File: config.mk
export PLATFORM = sky130hd
export DESIGN_NAME = k005297_cmdsched_flat
export DESIGN_NICKNAME = d
export VERILOG_FILES = /design/src/rtl/k005297_cmdsched_if.sv /design/src/rtl/k005297_cmdsched.sv /design/src/flat_wrapper.sv
export SDC_FILE = /design/constraint.sdc
export NUM_CORES = 1
export LEC_CHECK = 0
export CAP_MARGIN = 20
export CORE_MARGIN = 2
export CORE_UTILIZATION = 35
export DETAILED_ROUTE_END_ITERATION = 7
export HOLD_SLACK_MARGIN = 0.12
export PLACE_DENSITY = 0.65
export SLEW_MARGIN = 0
export SYNTH_ARGS = -nofsm -noshare
export SYNTH_HDL_FRONTEND = slang
export SYNTH_SLANG_ARGS = --single-unit
File: constraint.sdc
create_clock -name i_MCLK -period 2.11 [get_ports i_MCLK]
set_input_delay 0.3165 -clock i_MCLK [delete_from_list [all_inputs] [get_ports i_MCLK]]
set_output_delay 0.3165 -clock i_MCLK [all_outputs]
set_load 0.005 [all_outputs]
File: src/rtl/k005297_cmdsched_if.sv
// Host register bus between the CPU side and the K005297 command scheduler.
// The host (master) drives the strobes; the scheduler (slave) returns read data.
interface k005297_cmdsched_if;
    logic       i_BUS_WR;
    logic       i_BUS_RD;
    logic [1:0] i_BUS_ADDR;
    logic [7:0] i_BUS_DIN;
    logic [7:0] o_BUS_DOUT;

    modport slave (
        input  i_BUS_WR,
        input  i_BUS_RD,
        input  i_BUS_ADDR,
        input  i_BUS_DIN,
        output o_BUS_DOUT
    );

    modport master (
        output i_BUS_WR,
        output i_BUS_RD,
        output i_BUS_ADDR,
        output i_BUS_DIN,
        input  o_BUS_DOUT
    );
endinterface

File: src/rtl/k005297_cmdsched.sv
// K005297 command scheduler: 20-slot rotator, host command/page/status registers,
// and slot-aligned commit of read/write page requests with accept/done/error/timeout tracking.
module k005297_cmdsched #(
    parameter int unsigned TIMEOUT_REV = 32'd255
) (
    input  logic                    i_MCLK,
    input  logic                    i_RST_n,
    input  logic                    i_CLK2M_PCEN_n,
    output logic [19:0]             o_ROT20_n,
    k005297_cmdsched_if.slave       bus,
    output logic                    o_CMDREG_RDREQ,
    output logic                    o_CMDREG_WRREQ,
    output logic [11:0]             o_PAGE,
    input  logic                    i_CMD_ACCEPTED_n,
    input  logic                    i_CMDREG_RST_n,
    input  logic                    i_FSMERR_RESTART_n,
    output logic                    o_IRQ_n
);

    localparam logic [7:0] TO_LIMIT  = 8'(TIMEOUT_REV);
    localparam logic       TO_ENABLE = (TIMEOUT_REV != 32'd0);

    typedef enum logic [1:0] {
        ST_IDLE    = 2'd0,
        ST_ARMED   = 2'd1,
        ST_PENDING = 2'd2,
        ST_BUSY    = 2'd3
    } state_t;

    state_t      r_state;
    logic [19:0] r_rot;
    logic        r_rdreq;
    logic        r_wrreq;
    logic [11:0] r_page;
    logic [11:0] r_shadow_page;
    logic        r_cmd_wr;
    logic [7:0]  r_to_cnt;
    logic [4:0]  r_sticky;      // {TIMEOUT, DONE, REJECT, OVERRUN, ERR}
    logic        r_irq_n;
    logic [7:0]  r_dout;

    logic        w_en;
    logic        w_slot19;
    logic        w_wr_cmd;
    logic        w_wr_pg_lo;
    logic        w_wr_pg_hi;
    logic        w_rd_stat;
    logic        w_abort;
    logic        w_cmd_go;
    logic        w_cmd_bad;
    logic        w_fsm_err;
    logic        w_fsm_rst;
    logic        w_fsm_acc;
    logic        w_to_hit;
    logic        w_idle;
    logic        w_pending;
    logic        w_busy;
    logic [4:0]  w_set;
    logic [4:0]  w_sticky_nxt;
    logic [7:0]  w_status;

    assign w_en       = ~i_CLK2M_PCEN_n;
    assign w_slot19   = w_en & ~r_rot[19];
    assign w_wr_cmd   = bus.i_BUS_WR & (bus.i_BUS_ADDR == 2'd0);
    assign w_wr_pg_lo = bus.i_BUS_WR & (bus.i_BUS_ADDR == 2'd1);
    assign w_wr_pg_hi = bus.i_BUS_WR & (bus.i_BUS_ADDR == 2'd2);
    assign w_rd_stat  = bus.i_BUS_RD & (bus.i_BUS_ADDR == 2'd0);
    assign w_abort    = w_wr_cmd & bus.i_BUS_DIN[7];
    assign w_cmd_go   = w_wr_cmd & ~bus.i_BUS_DIN[7] & (bus.i_BUS_DIN[0] ^ bus.i_BUS_DIN[1]);
    assign w_cmd_bad  = w_wr_cmd & ~bus.i_BUS_DIN[7] & ~(bus.i_BUS_DIN[0] ^ bus.i_BUS_DIN[1]);
    assign w_fsm_err  = w_en & ~i_FSMERR_RESTART_n;
    assign w_fsm_rst  = w_en & ~i_CMDREG_RST_n;
    assign w_fsm_acc  = w_en & ~i_CMD_ACCEPTED_n;
    assign w_to_hit   = TO_ENABLE & w_slot19 & (r_to_cnt == (TO_LIMIT - 8'd1));
    assign w_idle     = (r_state == ST_IDLE);
    assign w_pending  = (r_state == ST_PENDING);
    assign w_busy     = (r_state == ST_BUSY);

    // Sticky-flag set events; all judged against the pre-edge state, mirroring the FSM priorities.
    assign w_set[0] = ~w_idle & w_fsm_err;
    assign w_set[1] = ~w_idle & (w_wr_pg_lo | w_wr_pg_hi | (w_wr_cmd & (~bus.i_BUS_DIN[7] | w_busy)));
    assign w_set[2] = w_idle & w_cmd_bad;
    assign w_set[3] = (w_pending | w_busy) & ~w_fsm_err & w_fsm_rst;
    assign w_set[4] = w_pending & ~w_fsm_err & ~w_fsm_rst & ~w_abort & ~w_fsm_acc & w_to_hit;

    // A status read clears sticky bits, but a coincident set wins.
    assign w_sticky_nxt = (w_rd_stat ? 5'd0 : r_sticky) | w_set;
    assign w_status     = {r_sticky, w_busy, r_wrreq, r_rdreq};

    assign o_ROT20_n      = r_rot;
    assign o_CMDREG_RDREQ = r_rdreq;
    assign o_CMDREG_WRREQ = r_wrreq;
    assign o_PAGE         = r_page;
    assign o_IRQ_n        = r_irq_n;
    assign bus.o_BUS_DOUT = r_dout;

    // Slot rotator: the single low bit walks up one position per enable.
    always_ff @(posedge i_MCLK or negedge i_RST_n) begin
        if (!i_RST_n) begin
            r_rot <= 20'hFFFFE;
        end else if (w_en) begin
            r_rot <= {r_rot[18:0], r_rot[19]};
        end
    end

    // Sticky status flags and the interrupt derived from their next value.
    always_ff @(posedge i_MCLK or negedge i_RST_n) begin
        if (!i_RST_n) begin
            r_sticky <= 5'd0;
            r_irq_n  <= 1'b1;
        end else begin
            r_sticky <= w_sticky_nxt;
            r_irq_n  <= ~(w_sticky_nxt[0] | w_sticky_nxt[3] | w_sticky_nxt[4]);
        end
    end

    // Registered host read data.
    always_ff @(posedge i_MCLK or negedge i_RST_n) begin
        if (!i_RST_n) begin
            r_dout <= 8'h00;
        end else if (bus.i_BUS_RD) begin
            case (bus.i_BUS_ADDR)
                2'd0:    r_dout <= w_status;
                2'd1:    r_dout <= r_shadow_page[7:0];
                2'd2:    r_dout <= {4'h0, r_shadow_page[11:8]};
                default: r_dout <= 8'h00;
            endcase
        end
    end

    // Shadow page is writable only while no command is outstanding.
    always_ff @(posedge i_MCLK or negedge i_RST_n) begin
        if (!i_RST_n) begin
            r_shadow_page <= 12'h000;
        end else if (w_idle && w_wr_pg_lo) begin
            r_shadow_page[7:0] <= bus.i_BUS_DIN;
        end else if (w_idle && w_wr_pg_hi) begin
            r_shadow_page[11:8] <= bus.i_BUS_DIN[3:0];
        end
    end

    // Command FSM: ERR > completion > abort > accept > timeout.
    always_ff @(posedge i_MCLK or negedge i_RST_n) begin
        if (!i_RST_n) begin
            r_state  <= ST_IDLE;
            r_rdreq  <= 1'b0;
            r_wrreq  <= 1'b0;
            r_page   <= 12'h000;
            r_cmd_wr <= 1'b0;
            r_to_cnt <= 8'd0;
        end else begin
            case (r_state)
                ST_IDLE: begin
                    if (w_cmd_go) begin
                        r_cmd_wr <= bus.i_BUS_DIN[1];
                        r_state  <= ST_ARMED;
                    end
                end
                ST_ARMED: begin
                    if (w_fsm_err || w_abort) begin
                        r_state <= ST_IDLE;
                    end else if (w_slot19) begin
                        r_rdreq  <= ~r_cmd_wr;
                        r_wrreq  <= r_cmd_wr;
                        r_page   <= r_shadow_page;
                        r_to_cnt <= 8'd0;
                        r_state  <= ST_PENDING;
                    end
                end
                ST_PENDING: begin
                    if (w_fsm_err || w_fsm_rst || w_abort || (!w_fsm_acc && w_to_hit)) begin
                        r_rdreq <= 1'b0;
                        r_wrreq <= 1'b0;
                        r_state <= ST_IDLE;
                    end else if (w_fsm_acc) begin
                        r_state <= ST_BUSY;
                    end else if (w_slot19) begin
                        r_to_cnt <= r_to_cnt + 8'd1;
                    end
                end
                ST_BUSY: begin
                    if (w_fsm_err || w_fsm_rst) begin
                        r_rdreq <= 1'b0;
                        r_wrreq <= 1'b0;
                        r_state <= ST_IDLE;
                    end
                end
                default: begin
                    r_rdreq <= 1'b0;
                    r_wrreq <= 1'b0;
                    r_state <= ST_IDLE;
                end
            endcase
        end
    end

endmodule

File: src/flat_wrapper.sv
// flat-port wrapper written by rule: the top's interface ports become plain ports
module k005297_cmdsched_flat 
#(
    parameter int unsigned TIMEOUT_REV = 32'd255
)
  (i_MCLK, i_RST_n, i_CLK2M_PCEN_n, o_ROT20_n, o_CMDREG_RDREQ, o_CMDREG_WRREQ, o_PAGE, i_CMD_ACCEPTED_n, i_CMDREG_RST_n, i_FSMERR_RESTART_n, o_IRQ_n, bus_i_BUS_WR, bus_i_BUS_RD, bus_i_BUS_ADDR, bus_i_BUS_DIN, bus_o_BUS_DOUT);
  k005297_cmdsched_if bus_i ();
  input  logic i_MCLK;
  input  logic i_RST_n;
  input  logic i_CLK2M_PCEN_n;
  output logic [19:0] o_ROT20_n;
  output logic o_CMDREG_RDREQ;
  output logic o_CMDREG_WRREQ;
  output logic [11:0] o_PAGE;
  input  logic i_CMD_ACCEPTED_n;
  input  logic i_CMDREG_RST_n;
  input  logic i_FSMERR_RESTART_n;
  output logic o_IRQ_n;
  input wire logic [$bits(bus_i.i_BUS_WR)-1:0] bus_i_BUS_WR;
  input wire logic [$bits(bus_i.i_BUS_RD)-1:0] bus_i_BUS_RD;
  input wire logic [$bits(bus_i.i_BUS_ADDR)-1:0] bus_i_BUS_ADDR;
  input wire logic [$bits(bus_i.i_BUS_DIN)-1:0] bus_i_BUS_DIN;
  output wire logic [$bits(bus_i.o_BUS_DOUT)-1:0] bus_o_BUS_DOUT;
  assign bus_i.i_BUS_WR = bus_i_BUS_WR;
  assign bus_i.i_BUS_RD = bus_i_BUS_RD;
  assign bus_i.i_BUS_ADDR = bus_i_BUS_ADDR;
  assign bus_i.i_BUS_DIN = bus_i_BUS_DIN;
  assign bus_o_BUS_DOUT = bus_i.o_BUS_DOUT;
  k005297_cmdsched #(.TIMEOUT_REV(TIMEOUT_REV)) u_core (.i_MCLK(i_MCLK), .i_RST_n(i_RST_n), .i_CLK2M_PCEN_n(i_CLK2M_PCEN_n), .o_ROT20_n(o_ROT20_n), .bus(bus_i), .o_CMDREG_RDREQ(o_CMDREG_RDREQ), .o_CMDREG_WRREQ(o_CMDREG_WRREQ), .o_PAGE(o_PAGE), .i_CMD_ACCEPTED_n(i_CMD_ACCEPTED_n), .i_CMDREG_RST_n(i_CMDREG_RST_n), .i_FSMERR_RESTART_n(i_FSMERR_RESTART_n), .o_IRQ_n(o_IRQ_n));
endmodule
==> impl_metrics.tcl, run 1 <==
set metrics [dict create \
    ir_drop_uv 412 \
    synth-compound-area-share_pct 10.4 \
    worstPathRequired_ns 2.34 \
    async_reset_ff_share_pct 100 \
    track_usage_pct 15.5 \
    viasPerCell 5.03 \
    p_sw_share_pct 28.4 \
    place_inst 453 \
    hold_path_end "u_core.r_sticky[2]" \
    clk_pin_slew_worst_paths_ns 0.07 \
    postLayoutCellArea_um2 4300 \
    skew_ns 0.00981 \
    layout.cells.non_filler 470 \
    ff2ff_path_depth 4 \
    min_from "u_core.r_sticky[2]" \
    core-area_um2 9060 \
    grt_pass1_vias 2506 \
    cts_setup_buffers 0 \
    switchingPower_mw 1.15 \
    tightest_slew_ns 0.652 \
    timing.rr.end "u_core.o_PAGE[10]" \
    cap_viol_max_count 0 \
    wl_per_cell_um 15.3 \
    drv_slew 0 \
    synth-simple-area-share_pct 11.2 \
    critical_path.startpoint "i_CLK2M_PCEN_n" \
    relSlewSlack_pct 56.5 \
    cp-start-kind "primary input" \
    rrSetupSlack_ns 0.17 \
    max_freq_mhz 500 \
    drt_drc_violations_left 0 \
    min_period_over_period_pct 94.7 \
    overflow 0 \
    power_mw 4.04 \
    synth_mux_area_share_pct 18.0 \
    whs_path_depth 2 \
    die_h_um 99.9 \
    die_w_um 99.9 \
    gp_congestion 0.845 \
    syn_avg_cell_area_um2 12.2 \
    arrival_ns 2.22 \
    p_int_mw 2.90 \
    cts_tree "done" \
    synthCells 263 \
    ys_ff_latch 71 \
    io_buffers 60 \
    ant_nets 0 \
    power_density_nw_per_um2 940 \
    synth_cell_types 49 \
    synthAdderAreaFrac_pct 0.777 \
    setup_viol 0 \
    hold_viol 0 \
    synth_warnings 0 \
    grt_pass1_wl_um 12300 \
    worstSkewPairLatency_ns 0.34 \
    syn-num-nets 283 \
    comb_power_share_pct 29.3 \
    ys_seq_area_share_pct 55.9 \
    seqPwrFrac_pct 48.1 \
    synth_area_um2 3220 \
    io_pins 61 \
    synth_edf_count 0 \
    status "complete, no violations" \
    drt_iter0_markers 107 \
    grt_max_degree 28 \
    drtPass1Iterations 4 \
    rsz0062_at_grt "false" \
    place_area_um2 4130 \
    worstSetupPathType "in -> reg" \
    cts.sinks 71 \
    layout.nets 374 \
    layout-drive-gt1-share_pct 31.8 \
    synth_flop_cell "dfrtp_1" \
    fill_cells 837 \
    routed_wl_um 7180 \
    row_count 35 \
    die-area_um2 9990 \
    leakage_nw 1.85 \
    pre_cts_slack_ns -0.262 \
    synth_top_family_by_area "multiplexers" \
    setup_ws_ns 0.112 \
    vias 2365 \
    fin_util_pct 47.5 \
    hold_class "reg -> reg" \
    cp-end-kind "flop" \
    worstPathMaxFanout 14 \
    clockPowerShare_pct 22.6 \
    numCtsBuffers 9 \
    cts-root-buf "clkbuf_8" \
    fin_crit_ns 2.00 \
    dp_hpwl_um 5300 \
    synth_xor_xnor_area_share_pct 0.272 \
    insertedDiodeCount 0 \
    area_delta_synth_final_pct 33.6 \
    cts.path.max_buffers 2 \
    h-tree-depth 3 \
    timing.rr.start "u_core.r_state[1]" \
    start_util_pct 35.5 \
    antenna_found_initial 0 \
]
==> layout make-up <==
class                   count  area, um^2  share of cell area [%]
multi-input cells         172        1310                    30.4
well taps                 111         139                    3.23
flip-flops and latches     71        1800                    41.9
clock buffers              10         128                    2.97
inverters                   9        33.8                   0.785
repair buffers             91         856                    19.9
clock inverters             6        36.3                   0.843
==> repair_timing <==
action	4_1_cts	5_1_grt
hold endpoints to repair	22	0
hold buffers	1	0
resized for setup	0	0
==> worst max path at each step <==
stage                                     to  cells past startpoint
after floorplan           u_core.r_to_cnt[1]                      5
after global placement      u_core.o_PAGE[8]                      5
after detailed placement   u_core.o_PAGE[10]                      5
after CTS                  u_core.o_PAGE[10]                      5
after global routing      u_core.r_to_cnt[5]                      6
final                      u_core.o_PAGE[10]                      5
==> worst max-delay path, cell delays in order <==
cell and delay [ns]:
clkdlybuf4s50_1 0.47, or4b_1 0.50, or3_1 0.44, buf_12 0.20
mux2_4 0.29
==> synthesized netlist by cell type (2+ instances only) <==
library cell / n / share of area (%)
a21boi_0: 3 / 0.70
a21oi_1: 9 / 1.4
a22o_1: 3 / 0.82
a31oi_1: 8 / 1.6
buf_2: 2 / 0.31
buf_6: 2 / 0.70
clkbuf_1: 5 / 0.58
dfrtp_1: 51 / 40
dfstp_2: 20 / 16
ha_1: 2 / 0.78
inv_1: 9 / 1.0
mux2_2: 35 / 12
mux2_4: 7 / 3.3
mux2i_1: 7 / 2.2
nand2_1: 11 / 1.3
nand2b_1: 4 / 0.78
nand3_1: 9 / 1.4
nor2_1: 17 / 2.0
nor2b_1: 3 / 0.58
nor3_1: 5 / 0.78
nor4_1: 2 / 0.39
o211ai_1: 2 / 0.47
o21ai_0: 13 / 2.0
o22ai_1: 4 / 0.78
o2bb2ai_1: 2 / 0.54
or2_2: 2 / 0.39
or3_1: 4 / 0.78
==> per-stage QoR <==
stage          hold slack [ns]  setup TNS, ns
4_1_cts                  0.492              0
3_5_place_dp             0.386          -5.14
3_3_place_gp             0.376          -4.10
2_1_floorplan           0.0209              0
5_1_grt                  0.532              0
6_report                 0.496              0
==> flip-flops by register name, summed over array words and instances (netlist names) <==
| register | count |
|---|---|
| u_core.o_CMDREG_WRREQ | 1 |
| u_core.bus.o_BUS_DOUT | 8 |
| u_core.o_ROT20_n | 20 |
| u_core.r_to_cnt | 8 |
| u_core.r_sticky | 5 |
| u_core.o_IRQ_n | 1 |
| u_core.r_cmd_wr | 1 |
| u_core.r_shadow_page | 12 |
| u_core.r_state | 2 |
| u_core.o_PAGE | 12 |
| u_core.o_CMDREG_RDREQ | 1 |
==> layer usage <==
metal / vias up / part of all wire [%] / GRT usage [%]
li1: 1140 / - / -
met5: - / 0 / 0
met2: 57 / 49 / 25.2
met1: 1162 / 44 / 19.9
met4: 0 / 0.95 / 4.32
met3: 6 / 5.4 / 5.15
==> power groups by stage <==
| stage | Clock [mW] | Combinational, mW | Sequential [mW] |
|---|---|---|---|
| finish | 0.915 | 1.18 | 1.95 |
| global route | 1.02 | 1.30 | 2.00 |
| CTS | 0.961 | 1.20 | 1.95 |
| detailed placement | 0 | 1.20 | 1.97 |
| global placement | 0 | 1.17 | 1.96 |
| floorplan | 0 | 0.624 | 1.92 |
==> kinds of logic (layout without fill, tap and decap cells) <==
| kind of cell | count (synthesis) | in the layout |
|---|---|---|
| flops | 71 | 71 |
| simple gates | 67 | 67 |
| compound gates | 52 | 52 |
| mux | 50 | 50 |
| buf+inv | 20 | 116 |
| fa+ha+maj | 2 | 2 |
| xor+xnor | 1 | 1 |
==> placed cells by master (no fill, tap or decap), types with 4 or more instances in the layout <==
| cell type | Yosys | final |
|---|---|---|
| nor2_1 | 17 | 17 |
| inv_1 | 9 | 9 |
| clkdlybuf4s50_1 | 0 | 59 |
| o21ai_0 | 13 | 13 |
| a21oi_1 | 9 | 9 |
| nand2b_1 | 4 | 4 |
| mux2_2 | 35 | 35 |
| o22ai_1 | 4 | 4 |
| buf_4 | 0 | 28 |
| clkbuf_8 | 0 | 9 |
| mux2_4 | 7 | 7 |
| nor3_1 | 5 | 5 |
| or3_1 | 4 | 4 |
| nand2_1 | 11 | 11 |
| dfstp_2 | 20 | 20 |
| nand3_1 | 9 | 9 |
| mux2i_1 | 7 | 7 |
| a31oi_1 | 8 | 8 |
| dfrtp_1 | 51 | 51 |
No activity file was read; power rests on OpenSTA's default activity.
==> run 2: changes to the inputs <==
CORE_UTILIZATION = 45   (was 35)
PLACE_DENSITY = 0.78   (was 0.65)
==> impl_metrics.tcl, run 2 (synthesized netlist as in run 1, its figures left out) <==
set metrics [dict create \
    status "complete, no violations" \
    crit_family "simple AND/OR/NAND/NOR gates" \
    fin_crit_ns 2.02 \
    seqCellArea_um2 1800 \
    whs_ns 0.411 \
    io_pins 61 \
    viasPerCell 5.31 \
    die_w_um 88.6 \
    multi_input_area_um2 1310 \
    layout.cells.non_filler 456 \
    worstSetupPathType "in -> reg" \
    layout.nets 375 \
    drt_iter0_markers 77 \
    power_density_nw_per_um2 1010 \
    relSlewSlack_pct 77.2 \
    gp_congestion 0.822 \
    place_inst 439 \
    dp_hpwl_um 5250 \
    timing.rr.start "u_core.r_state[1]" \
    clk_pin_slew_worst_paths_ns 0.08 \
    arrival_ns 2.25 \
    cts_resized 0 \
    leakage_nw 1.87 \
    routed_wl_um 7260 \
    hold_class "in -> async" \
    max_freq_mhz 495 \
    drtPass1Iterations 4 \
    ff2ff_path_depth 4 \
    track_usage_pct 19.9 \
    final_cell_mix "59 x clkdlybuf4s50_1, 51 x dfrtp_1, 35 x mux2_2, 30 x buf_4, 20 x dfstp_2" \
    grt_max_degree 39 \
    cts.sinks 71 \
    core-area_um2 6870 \
    grt_pass1_vias 2499 \
    wl_per_cell_um 15.9 \
    cp-end-kind "flop" \
    row_count 30 \
    rsz0062_at_grt "false" \
    crit_buf_inv 2 \
    slowest_stage "or4b_1" \
    insertedDiodeCount 0 \
    grt_pass1_wl_um 11800 \
    critical_path.startpoint "i_CLK2M_PCEN_n" \
    cp.depth 5 \
    crit_path_end "u_core.o_PAGE[11]" \
    postCtsHoldBufs 1 \
    min_period_over_period_pct 95.7 \
    cts-root-buf "clkbuf_8" \
    final_common_cell "clkdlybuf4s50_1" \
    largest_register_ffs 20 \
    cts_setup_buffers 0 \
    worstPathMaxFanout 6 \
    ant_nets 0 \
    cpPeakStageDelay_ns 0.50 \
    antenna_found_initial 0 \
    h-tree-depth 3 \
    setup_viol 0 \
    die_h_um 88.6 \
    ir_drop_uv 410 \
    die-area_um2 7850 \
    io_buffers 60 \
    tightest_slew_ns 0.337 \
    overflow 0 \
    timing.rr.end "u_core.o_PAGE[11]" \
    area_delta_synth_final_pct 35.0 \
    skew_ns 0.00894 \
    numCtsBuffers 9 \
    worstPathRequired_ns 2.34 \
    cap_viol_max_count 0 \
    cts_tree "done" \
    hold_viol 0 \
    cts.path.max_buffers 2 \
    fill_cells 537 \
    vias 2420 \
    drv_slew 0 \
    cp-start-kind "primary input" \
    start_util_pct 46.9 \
    cp_cell_sequence "clkdlybuf4s50_1 > or4b_1 > or3_1 > buf_4 > mux2_4" \
    layout-drive-gt1-share_pct 32.2 \
    rrSetupSlack_ns 0.15 \
    worstSkewPairLatency_ns 0.35 \
    drt_drc_violations_left 0 \
]
==> run 2: changes by cell type in the layout (fill, tap and decap cells not counted), sizes merged <==
cell      before  now
clkinv         5    2
bufinv         0    2
buf           31   32
clkbuf        10   11
clkinvlp       0    1
inv           10    9
==> run 2: area by class of cell <==
type                       instances  area share, %
timing repair buffer              92           19.6
inverter                           9          0.777
multi-input combinational        172           30.1
clock inverter                     5           1.84
clock buffer                      11           3.48
tap                               96           2.76
sequential                        71           41.4
==> run 2: per-layer routing <==
layer	vias to the layer above	GRT usage, %	part of all wire (%)
met5	-	0	0
met4	0	8.54	1.3
met3	10	5.60	6.6
met2	73	32.5	49
met1	1191	25.0	43
li1	1146	-	-
==> run 2: report_power, final <==
group	internal [mW]	switching, mW	leakage [nW]
Sequential	1.71	0.240	0.848
Combinational	0.755	0.427	0.911
Clock	0.728	0.511	0.113
==> run 2: how the worst min path moves through the flow <==
| stage | endpoint | cells past startpoint |
|---|---|---|
| 3_5_place_dp | u_core.bus.o_BUS_DOUT[1] | 1 |
| 4_1_cts | u_core.bus.o_BUS_DOUT[1] | 2 |
| 3_3_place_gp | u_core.o_PAGE[10] | 1 |
| 5_1_grt | u_core.o_PAGE[8] | 2 |
| 6_report | u_core.o_PAGE[8] | 2 |
| 2_1_floorplan | u_core.bus.o_BUS_DOUT[0] | 0 |
==> run 2: stage by stage <==
step / worst slack, ns / utilization, % / area (um^2) / total power, mW / TNS (ns)
2_1_floorplan: 0.149 / - / 3220 / 2.55 / 0
3_3_place_gp: -0.250 / 59.8 / 4110 / 3.11 / -4.15
3_5_place_dp: -0.273 / 59.8 / 4110 / 3.17 / -4.77
4_1_cts: 0.0962 / 63.3 / 4350 / 4.41 / 0
5_1_grt: 0.0469 / 63.3 / 4350 / 4.60 / 0
6_report: 0.0898 / 63.3 / 4350 / 4.37 / 0
==> run 3: changes to the inputs <==
TNS_END_PERCENT = 30   (was unset)
==> results of run 3 <==
Same layout as run 2: the final DEF is identical, and so are final timing and power.
